**src/rtl/clk_switch_ctrl.sv**
```systemverilog
// Sequences oscillator power-up, glitch-safe clock select handover and power-down,
// with sticky timeout / oscillator-loss error flags.
module clk_switch_ctrl #(
   parameter int STARTUP_CYCLES = 1024,
   parameter int TIMEOUT_CYCLES = 4096,
   parameter int GUARD_CYCLES   = 8
) (
   input  logic clk,
   input  logic rst_n,
   input  logic osc_req,
   input  logic osc_ok,
   input  logic err_clr,
   output logic osc_pwr_en,
   output logic sel_clk1,
   output logic on_osc,
   output logic busy,
   output logic err_timeout,
   output logic err_lost
);

   localparam int MAX_A   = (STARTUP_CYCLES > TIMEOUT_CYCLES) ? STARTUP_CYCLES : TIMEOUT_CYCLES;
   localparam int MAX_CYC = (MAX_A > GUARD_CYCLES) ? MAX_A : GUARD_CYCLES;
   localparam int CW      = (MAX_CYC > 1) ? $clog2(MAX_CYC) : 1;

   localparam logic [CW-1:0] STARTUP_LD = CW'(STARTUP_CYCLES - 1);
   localparam logic [CW-1:0] TIMEOUT_LD = CW'(TIMEOUT_CYCLES - 1);
   localparam logic [CW-1:0] GUARD_LD   = CW'(GUARD_CYCLES - 1);

   typedef enum logic [2:0] {IDLE, WARMUP, CHECK, SW_ON, RUN, SW_OFF} state_t;

   state_t        state;
   logic [CW-1:0] cnt;
   logic          ok_meta;
   logic          osc_ok_s;

   always_ff @(posedge clk or negedge rst_n) begin
      if (!rst_n) begin
         ok_meta  <= 1'b0;
         osc_ok_s <= 1'b0;
      end else begin
         ok_meta  <= osc_ok;
         osc_ok_s <= ok_meta;
      end
   end

   // Outputs are assigned alongside each transition so they change on the same edge as the state.
   always_ff @(posedge clk or negedge rst_n) begin
      if (!rst_n) begin
         state       <= IDLE;
         cnt         <= '0;
         osc_pwr_en  <= 1'b0;
         sel_clk1    <= 1'b0;
         on_osc      <= 1'b0;
         busy        <= 1'b0;
         err_timeout <= 1'b0;
         err_lost    <= 1'b0;
      end else begin
         if (err_clr) begin
            err_timeout <= 1'b0;
            err_lost    <= 1'b0;
         end
         case (state)
            IDLE: begin
               if (osc_req && !err_timeout && !err_lost) begin
                  state      <= WARMUP;
                  cnt        <= STARTUP_LD;
                  osc_pwr_en <= 1'b1;
                  busy       <= 1'b1;
               end
            end
            WARMUP: begin
               if (!osc_req) begin
                  state      <= IDLE;
                  osc_pwr_en <= 1'b0;
                  busy       <= 1'b0;
               end else if (cnt == '0) begin
                  state <= CHECK;
                  cnt   <= TIMEOUT_LD;
               end else begin
                  cnt <= cnt - 1'b1;
               end
            end
            CHECK: begin
               if (!osc_req) begin
                  state      <= IDLE;
                  osc_pwr_en <= 1'b0;
                  busy       <= 1'b0;
               end else if (osc_ok_s) begin
                  state    <= SW_ON;
                  cnt      <= GUARD_LD;
                  sel_clk1 <= 1'b1;
               end else if (cnt == '0) begin
                  state       <= IDLE;
                  osc_pwr_en  <= 1'b0;
                  busy        <= 1'b0;
                  err_timeout <= 1'b1;
               end else begin
                  cnt <= cnt - 1'b1;
               end
            end
            SW_ON, RUN: begin
               // Oscillator loss and request drop share the exit; loss also latches the error.
               if (!osc_ok_s || !osc_req) begin
                  state    <= SW_OFF;
                  cnt      <= GUARD_LD;
                  sel_clk1 <= 1'b0;
                  on_osc   <= 1'b0;
                  busy     <= 1'b1;
                  if (!osc_ok_s) begin
                     err_lost <= 1'b1;
                  end
               end else if (state == SW_ON) begin
                  if (cnt == '0) begin
                     state  <= RUN;
                     on_osc <= 1'b1;
                     busy   <= 1'b0;
                  end else begin
                     cnt <= cnt - 1'b1;
                  end
               end
            end
            SW_OFF: begin
               if (cnt == '0) begin
                  state      <= IDLE;
                  osc_pwr_en <= 1'b0;
                  busy       <= 1'b0;
               end else begin
                  cnt <= cnt - 1'b1;
               end
            end
            default: begin
               state      <= IDLE;
               cnt        <= '0;
               osc_pwr_en <= 1'b0;
               sel_clk1   <= 1'b0;
               on_osc     <= 1'b0;
               busy       <= 1'b0;
            end
         endcase
      end
   end

endmodule

```
**config.mk**
```make
export PLATFORM = sky130hd
export DESIGN_NAME = clk_switch_ctrl
export DESIGN_NICKNAME = d
export VERILOG_FILES = /design/src/rtl/clk_switch_ctrl.sv
export SDC_FILE = /design/constraint.sdc
export NUM_CORES = 1
export LEC_CHECK = 0
export BUFFER_PORTS_ARGS = -buffer_cell sky130_fd_sc_hd__buf_2
export CORE_MARGIN = 1
export CORE_UTILIZATION = 40
export CTS_CLUSTER_SIZE = 28
export DETAILED_ROUTE_END_ITERATION = 16
export GPL_TIMING_DRIVEN = 0
export PLACE_DENSITY = 0.66
export SETUP_SLACK_MARGIN = 0.2
export SLEW_MARGIN = 20
export SYNTH_ARGS = -nofsm -noshare
export SYNTH_HDL_FRONTEND = slang
export SYNTH_SLANG_ARGS = --single-unit
```
**constraint.sdc**
```tcl
create_clock -name clk -period 2.9 [get_ports clk]
set_clock_uncertainty 0.05 [all_clocks]
set_input_delay 0.58 -clock clk [delete_from_list [all_inputs] [get_ports clk]]
set_output_delay 0.58 -clock clk [all_outputs]
set_load 0.01 [all_outputs]
```
[After elaboration in Yosys (flattened, before gate mapping)]
Index checks and enable logic that the tools add are counted.
Word-level totals
  input port bits: 5
  logic and storage cells: 95
  register bits after elaboration: 23
Cells by class
  bitwise logic cells: 3
  equality and inequality tests: 15
  add/sub/neg operators: 1
  mux-type cells: 48
  reduce and logical (&&, ||, !) cells: 18
Operator list (count)
  $mux W12: 8
  $pmux W12 S5: 1
  $mux W3: 9
  $mux W1: 25
  $reduce_and A4 Y1: 5
  $pmux W3 S5: 1
  $logic_not A12 Y1: 1
  $ne A2 B2 Y1 const B: 6
  $ne A3 B3 Y1 const B: 4
  $sub A12 B1 Y12 const B: 1
  $pmux W1 S5: 2
  $eq A3 B2 Y1 const B: 2
  $eq A3 B3 Y1 const B: 2
  $logic_not A1 Y1: 4
  $reduce_or A4 Y1: 1
  $eq A3 B1 Y1 const B: 1
  $logic_not A3 Y1: 1
  $not A1 Y1: 3
  $pmux W1 S3: 1
  $reduce_and A3 Y1: 1
  $reduce_or A3 Y1: 1
  $logic_and A1 B1 Y1: 2
  $pmux W1 S2: 1
  $reduce_or A2 Y1: 1
  $logic_or A1 B1 Y1: 1

[Logic depth before layout (Yosys ltp)]
Gate-level depths: netlist of run 1.
  word-level depth: 5
  gate-level depth with buffers: 11

[Least setup slack after synthesis of run 1]
Ideal clock, no wire load.
  kind: register to register
  start: register cnt[2]
  end: register cnt[0]
  arrival time: 2.433 ns
  cell stages (with the launch flop): 10
  data required time: 2.754 ns
  path slack: 0.321 ns
  path through: dfrtp_1 or4_4 nor4_4 inv_4 buf_4 ha_1 o21ai_0 a21oi_1 o32ai_1 o31ai_1
On the way
  cells in the longest elaborated chain, start to end: 5
RTL lines
  from (decl): RTL line 32  | logic [CW-1:0] cnt;
  from (signal assigned): RTL line 80  | cnt <= cnt - 1'b1;
  from (signal assigned): RTL line 98  | cnt <= cnt - 1'b1;
  from (signal assigned): RTL line 118  | cnt <= cnt - 1'b1;
  $logic_not A12 Y1 (*)
  $mux W12
  $mux W12 (on tied branches) (2 in series)
  $pmux W12 S5 (*): RTL line 62  | case (state)
Mark *: on every way between the ends. The rest lies on a longest branch, timed or not. The select of a mux whose other input is x is not followed.
A chain may end at the register's enable or synchronous reset.

[Final worst setup path of run 1]
Ends and elaborated chain as after synthesis.

==> results of run 1 <==
-- state kept, by name, summed over array words and instances (netlist names) --
name	count
cnt	12
state	3
busy	1
err_lost	1
err_timeout	1
ok_meta	1
on_osc	1
osc_ok_s	1
osc_pwr_en	1
sel_clk1	1
-- worst max-delay path: stages (launching register included) --
cell and delay (ns):
dfrtp_1 0.39, or4_4 0.58, nor4_4 0.33, inv_4 0.11, buf_6 0.17, ha_1 0.29, o21ai_0 0.07, a21oi_1 0.15
o32ai_1 0.10, o31ai_1 0.21
-- placed cells by master, fill, tap and decap left out, types with 2 or more instances in the layout --
cell       instances
nand3_1            5
nand4b_1           2
a21oi_1           15
o21a_1             2
o31ai_1            4
inv_1              7
nor2_1            24
ha_1               3
dfrtp_1           23
o211ai_1           3
or2_2              2
nand2b_1           5
o221ai_1           2
buf_2             10
and3_1             2
a21boi_0           2
o41ai_1            2
nor2b_1            4
or3_1              3
clkbuf_8           3
o2111ai_1          3
a21o_1             2
o22ai_1            5
o21ai_0           16
nor3_1             4
a311o_1            2
o22a_1             3
nand2_1           20
a32oi_1            2
clkbuf_1           9
a31oi_1            6
buf_4              3
-- stage by stage --
step / TNS (ns) / hold WS, ns / util (%) / cells / setup slack, ns
after floorplan: 0 / 0.234 / - / 207 / 0.321
after global placement: 0 / 0.286 / 44.6 / 267 / 0.0145
after detailed placement: -0.0149 / 0.286 / 44.6 / 267 / -0.0149
after CTS: 0 / 0.244 / 46.4 / 274 / 0.206
after global routing: 0 / 0.261 / 46.6 / 274 / 0.224
final: 0 / 0.227 / 46.6 / 274 / 0.360
-- worst paths after layout --
check	from	endpoint	cells past startpoint
worst min-delay path	rst_n	sel_clk1	1
worst max-delay path	cnt[2]	cnt[0]	9
min in group clk	ok_meta	osc_ok_s	0
worst max register to register	cnt[2]	cnt[0]	9
worst min register to register	ok_meta	osc_ok_s	0
max in group asynchronous	rst_n	cnt[3]	1
-- cells by family (layout without fill, tap and decap cells) --
family	Yosys count	in the layout
and+or+nand+nor	82	82
AOI/OAI and AO/OA	80	80
DFF	23	23
buffers and inverters	18	35
adders and majority gates	3	3
xor gates and xnor gates	1	1
-- final cells by class --
type                            instances  area share (%)
Clock buffer                            3            2.22
Inverter                                8            1.75
Clock inverter                          1           0.269
Tap cell                               50            3.36
Multi-Input combinational cell        166            55.2
Buffer                                 10            2.42
Timing Repair Buffer                   13            3.90
Sequential cell                        23            30.9
-- power breakdown --
| group | switching, uW | internal (uW) |
|---|---|---|
| Combinational | 579 | 374 |
| Sequential | 120 | 427 |
| Clock | 111 | 96.1 |
| Total | 809 | 898 |
-- metal layers --
layer | track usage, % | up-vias | wire length [um]
li1 | - | 822 | -
met4 | 9.57 | 0 | 96
met2 | 33.1 | 76 | 1990
met1 | 33.9 | 818 | 2180
met5 | 0 | - | 0
met3 | 2.74 | 12 | 268
-- timing repair --
item	4_1_cts	5_1_grt
setup endpoints to repair	1	1
buffers inserted	3	0
gates resized for setup	0	2
pin swaps	1	3
hold buffers	0	0
cloned	0	0
==> impl_metrics.toml, run 1 <==
[status]
status = "finished, final reports clean"

[critical_path]
critPathMaxFanout = 10
cp.arrival_ns = 2.67
worstSetupPathType = "flop to flop"
end_kind = "flop"
r2r_slack_ns = 0.36
required_ns = 3.03
start_kind = "flop"

[timing]
fmax_mhz = 394
final_hold_viol_count = 0
worst_pin_slew_ns = 0.754
maxSlewViolCount = 0
rsz0062_at_grt = "false"
slew_headroom_pct = 49.4
setup_viol = 0
fin_crit_ns = 2.54
post-route-period-util_pct = 87.6

[synth]
ys_top_cells_by_count = "nor2_1 (24), dfrtp_1 (23), nand2_1 (20)"
synth_compound_area_share_pct = 32.8
seq_area_frac_synth_pct = 34.4
synth_top_family_by_area = "compound AO/OA/AOI/OAI gates"
synthMuxAreaShare_pct = 0
ys.flop_type = "dfrtp_1"
synth-simple-area-share_pct = 25.6
yosys.area_share.xor_xnor_pct = 0.524
syn_area_um2 = 1670
async_flop_share_pct = 100
yosysUniqueCellTypes = 53
netlist_instances = 207
synth-edff-count = 0
ys_top_cells_by_area = "dfrtp_1 (34%), nor2_1 (5.4%), o21ai_0 (4.8%)"
synthAdderAreaFrac_pct = 2.24
synth_seq_cells = 23
ys_warn_count = 0
syn-num-nets = 215
post-synth-top-count-cell = "nor2_1"
synth_top_area_share_pct = 34.4
avgSynthCellArea_um2 = 8.08
synth_largest_area_cell = "dfrtp_1"

[cts]
clk_pin_slew_ns = 0.09
root_buffer = "clkbuf_8"
cts_max_path_buffers = 2
cts_tree = "yes"
clk_latency_ns = 0.27
cts_max_level = 1
clock_sinks = 23
cts_buffers = 3

[routing]
ant_nets = 0
drt_iter0_markers = 130
num_vias = 1728
wl_per_cell_um = 16.5
viasPerCell = 6.31
route.detailed.drc = 0
routed_wl_mm = 4.53
dr.pass1.iters = 4

[place]
dp_hpwl_mm = 3.22
postPlaceCellArea_um2 = 1790
numPortBuffers = 10
gp_congestion = 1.00

[floorplanning]
die_w_um = 66.7
coreArea_um2 = 4000
rows = 23
start_util_pct = 41.8
die_area_um2 = 4440
die-height_um = 66.7
ios = 11

[global_routing]
grt_usage_pct = 22.9
grt_max_degree = 24
grt_pass1_vias = 1579
grt_antenna_before_repair = 0
grt_first_pass_wirelength_mm = 7.61
grt.overflow.total = 0

[min_path]
hold_path.class = "primary input to asynchronous set/reset pin"

[layout]
drive_gt1_share_pct = 12.1
num_antenna_cells = 0
nets = 233
multi_input_area_um2 = 1030
n_fill_cell = 399
synthToLayoutAreaGrowth_pct = 11.4
seq_area_um2 = 576
design_area_um2 = 1860

[power_and_ir_drop]
p_per_area_nw_per_um2 = 916
p_leak_uw = 0.000774
vdd_ir_drop_max_v = 0.000390
p_total_uw = 1710

[job]
maxCapViolCount = 0
(Power assumes the default switching activity.)
==> run 2, diff against run 1 <==
--- a/config.mk
+++ b/config.mk
@@ -11,7 +11,6 @@
 export CTS_CLUSTER_SIZE = 28
 export DETAILED_ROUTE_END_ITERATION = 16
 export GPL_TIMING_DRIVEN = 0
-export PLACE_DENSITY = 0.66
 export SETUP_SLACK_MARGIN = 0.2
 export SLEW_MARGIN = 20
 export SYNTH_ARGS = -nofsm -noshare
==> run 2 against run 1 <==
  * Maximum frequency is 0.63% lower
  * Routed wire length increased by 2.6%
  * Via count up 0.41%
  * First-iteration DRC count down 2.3%
  * Sequential cell count unchanged
  * Non-clock buffer count rose by 2
  * Critical path type unchanged
  * Clock power up 5%
  * Critical path depth is the same
  * Total power grew 1.2%
  * Clock-buffer cell count did not move
==> impl_metrics.toml, run 2 (synthesized netlist as in run 1, its figures left out) <==
[timing]
final_hold_viol_count = 0
post-route-period-util_pct = 88.1
setup_viol = 0
rsz0062_at_grt = "false"
fmax_mhz = 391
worst_pin_slew_ns = 0.758
maxSlewViolCount = 0
tns_ns = 0
holdWs_ns = 0.211
fin_crit_ns = 2.56
slew_headroom_pct = 49.2

[job]
maxCapViolCount = 0

[cts]
cts_max_path_buffers = 2
root_buffer = "clkbuf_8"
cts_buffers = 3
clock_sinks = 23
clk_pin_slew_ns = 0.10
clk_latency_ns = 0.28
cts_max_level = 1
hold_buffers = 0
cts_tree = "yes"

[critical_path]
end_kind = "flop"
critPathMaxFanout = 10
critPathMaxStageDelay_ns = 0.57
cp_num_buf_inv = 2
path_cells = "or4_4 -> nor4_4 -> inv_4 -> buf_6 -> ha_1 -> o21ai_0 -> a21oi_1 -> o32ai_1 -> o31ai_1"
worstSetupPathType = "flop to flop"
crit_slowest_cell = "or4_4"
path_delay_family = "simple AND/OR/NAND/NOR gates"
reg2reg_from = "cnt[3]"
crit_start = "cnt[3]"
required_ns = 3.05
cp.arrival_ns = 2.70
start_kind = "flop"

[place]
postPlaceCellArea_um2 = 1790
dp_hpwl_mm = 3.23
numPortBuffers = 10
gp_congestion = 0.995

[power_and_ir_drop]
vdd_ir_drop_max_v = 0.000411
p_per_area_nw_per_um2 = 920
p_leak_uw = 0.000784
p_total_uw = 1730

[routing]
dr.pass1.iters = 4
wl_per_cell_um = 16.8
route.detailed.drc = 0
ant_nets = 0
routed_wl_mm = 4.65
num_vias = 1735
drt_iter0_markers = 127
viasPerCell = 6.29

[layout]
seq_area_um2 = 576
mostFrequentLayoutCell = "nor2_1"
design_area_um2 = 1880
multi_input_area_um2 = 1030
num_antenna_cells = 0
finish.utilization_pct = 47.0
n_fill_cell = 403
top_regs = "cnt (12), state (3)"
nets = 235
regMostFlops = "cnt"
most-common-layout-cells = "nor2_1 (24), dfrtp_1 (23), nand2_1 (20)"
synthToLayoutAreaGrowth_pct = 12.3
drive_gt1_share_pct = 12.8
largest_register_ffs = 12

[global_routing]
grt_first_pass_wirelength_mm = 7.62
grt_antenna_before_repair = 0
grt_pass1_vias = 1501
grt.overflow.total = 0
grt_max_degree = 24
grt_usage_pct = 23.2

[floorplanning]
die_area_um2 = 4440
die_w_um = 66.7
coreArea_um2 = 4000
ios = 11
rows = 23
start_util_pct = 41.8
die-height_um = 66.7

[min_path]
hold_path.class = "primary input to asynchronous set/reset pin"

[status]
status = "finished, final reports clean"
==> run 2: cell count changes in the layout (fill, tap and decap cells not counted), sizes merged <==
cell  previous run  this run
buf             14        16
==> run 2: path summary, 6_finish.rpt <==
path / to / slack (ns) / cells past startpoint
min: sel_clk1 / 0.21 / 1
min in group clk: osc_ok_s / 0.31 / 0
max reg2reg: cnt[0] / 0.34 / 9
max in group asynchronous: cnt[11] / 2.22 / 1
max: cnt[0] / 0.34 / 9
min reg2reg: osc_ok_s / 0.31 / 0
==> run 2: stage by stage <==
step	cells	worst slack [ns]
CTS	273	0.205
floorplan	207	0.321
global route	276	0.200
finish	276	0.344
detailed placement	267	-0.0249
global placement	267	-0.0228
==> run 2: power breakdown <==
part	switching, uW	leakage (uW)	internal [uW]
clock network	120	0.0000255	96.5
logic	580	0.000471	382
registers	121	0.000287	427
==> run 2: cell type report <==
class / instances / share of cell area [%]
Clock inverter: 1 / 0.266
Sequential cell: 23 / 30.6
Inverter: 8 / 1.73
Clock buffer: 3 / 2.20
Timing Repair Buffer: 15 / 4.66
Buffer: 10 / 2.40
Multi-Input combinational cell: 166 / 54.8
Tap cell: 50 / 3.33
==> run 2: worst reg2reg max path, stage by stage, from the launching register on <==
cell	delay, ns
dfrtp_1	0.42
or4_4	0.57
nor4_4	0.34
inv_4	0.12
buf_6	0.17
ha_1	0.28
o21ai_0	0.07
a21oi_1	0.17
o32ai_1	0.10
o31ai_1	0.19
==> run 2: metal layers <==
layer | track usage [%] | part of all wire [%] | vias up
li1 | - | - | 827
met1 | 34.2 | 49 | 821
met2 | 32.7 | 43 | 75
met3 | 3.60 | 5.8 | 12
met4 | 9.84 | 2.5 | 0
met5 | 0 | 0 | -
==> run 2: what timing repair did <==
| item | in CTS | in global routing |
|---|---|---|
| gates cloned | 0 | 0 |
| pin swaps | 1 | 2 |
| endpoints found under the setup margin | 1 | 1 |
| gates resized for setup | 0 | 2 |
| setup buffers | 2 | 3 |
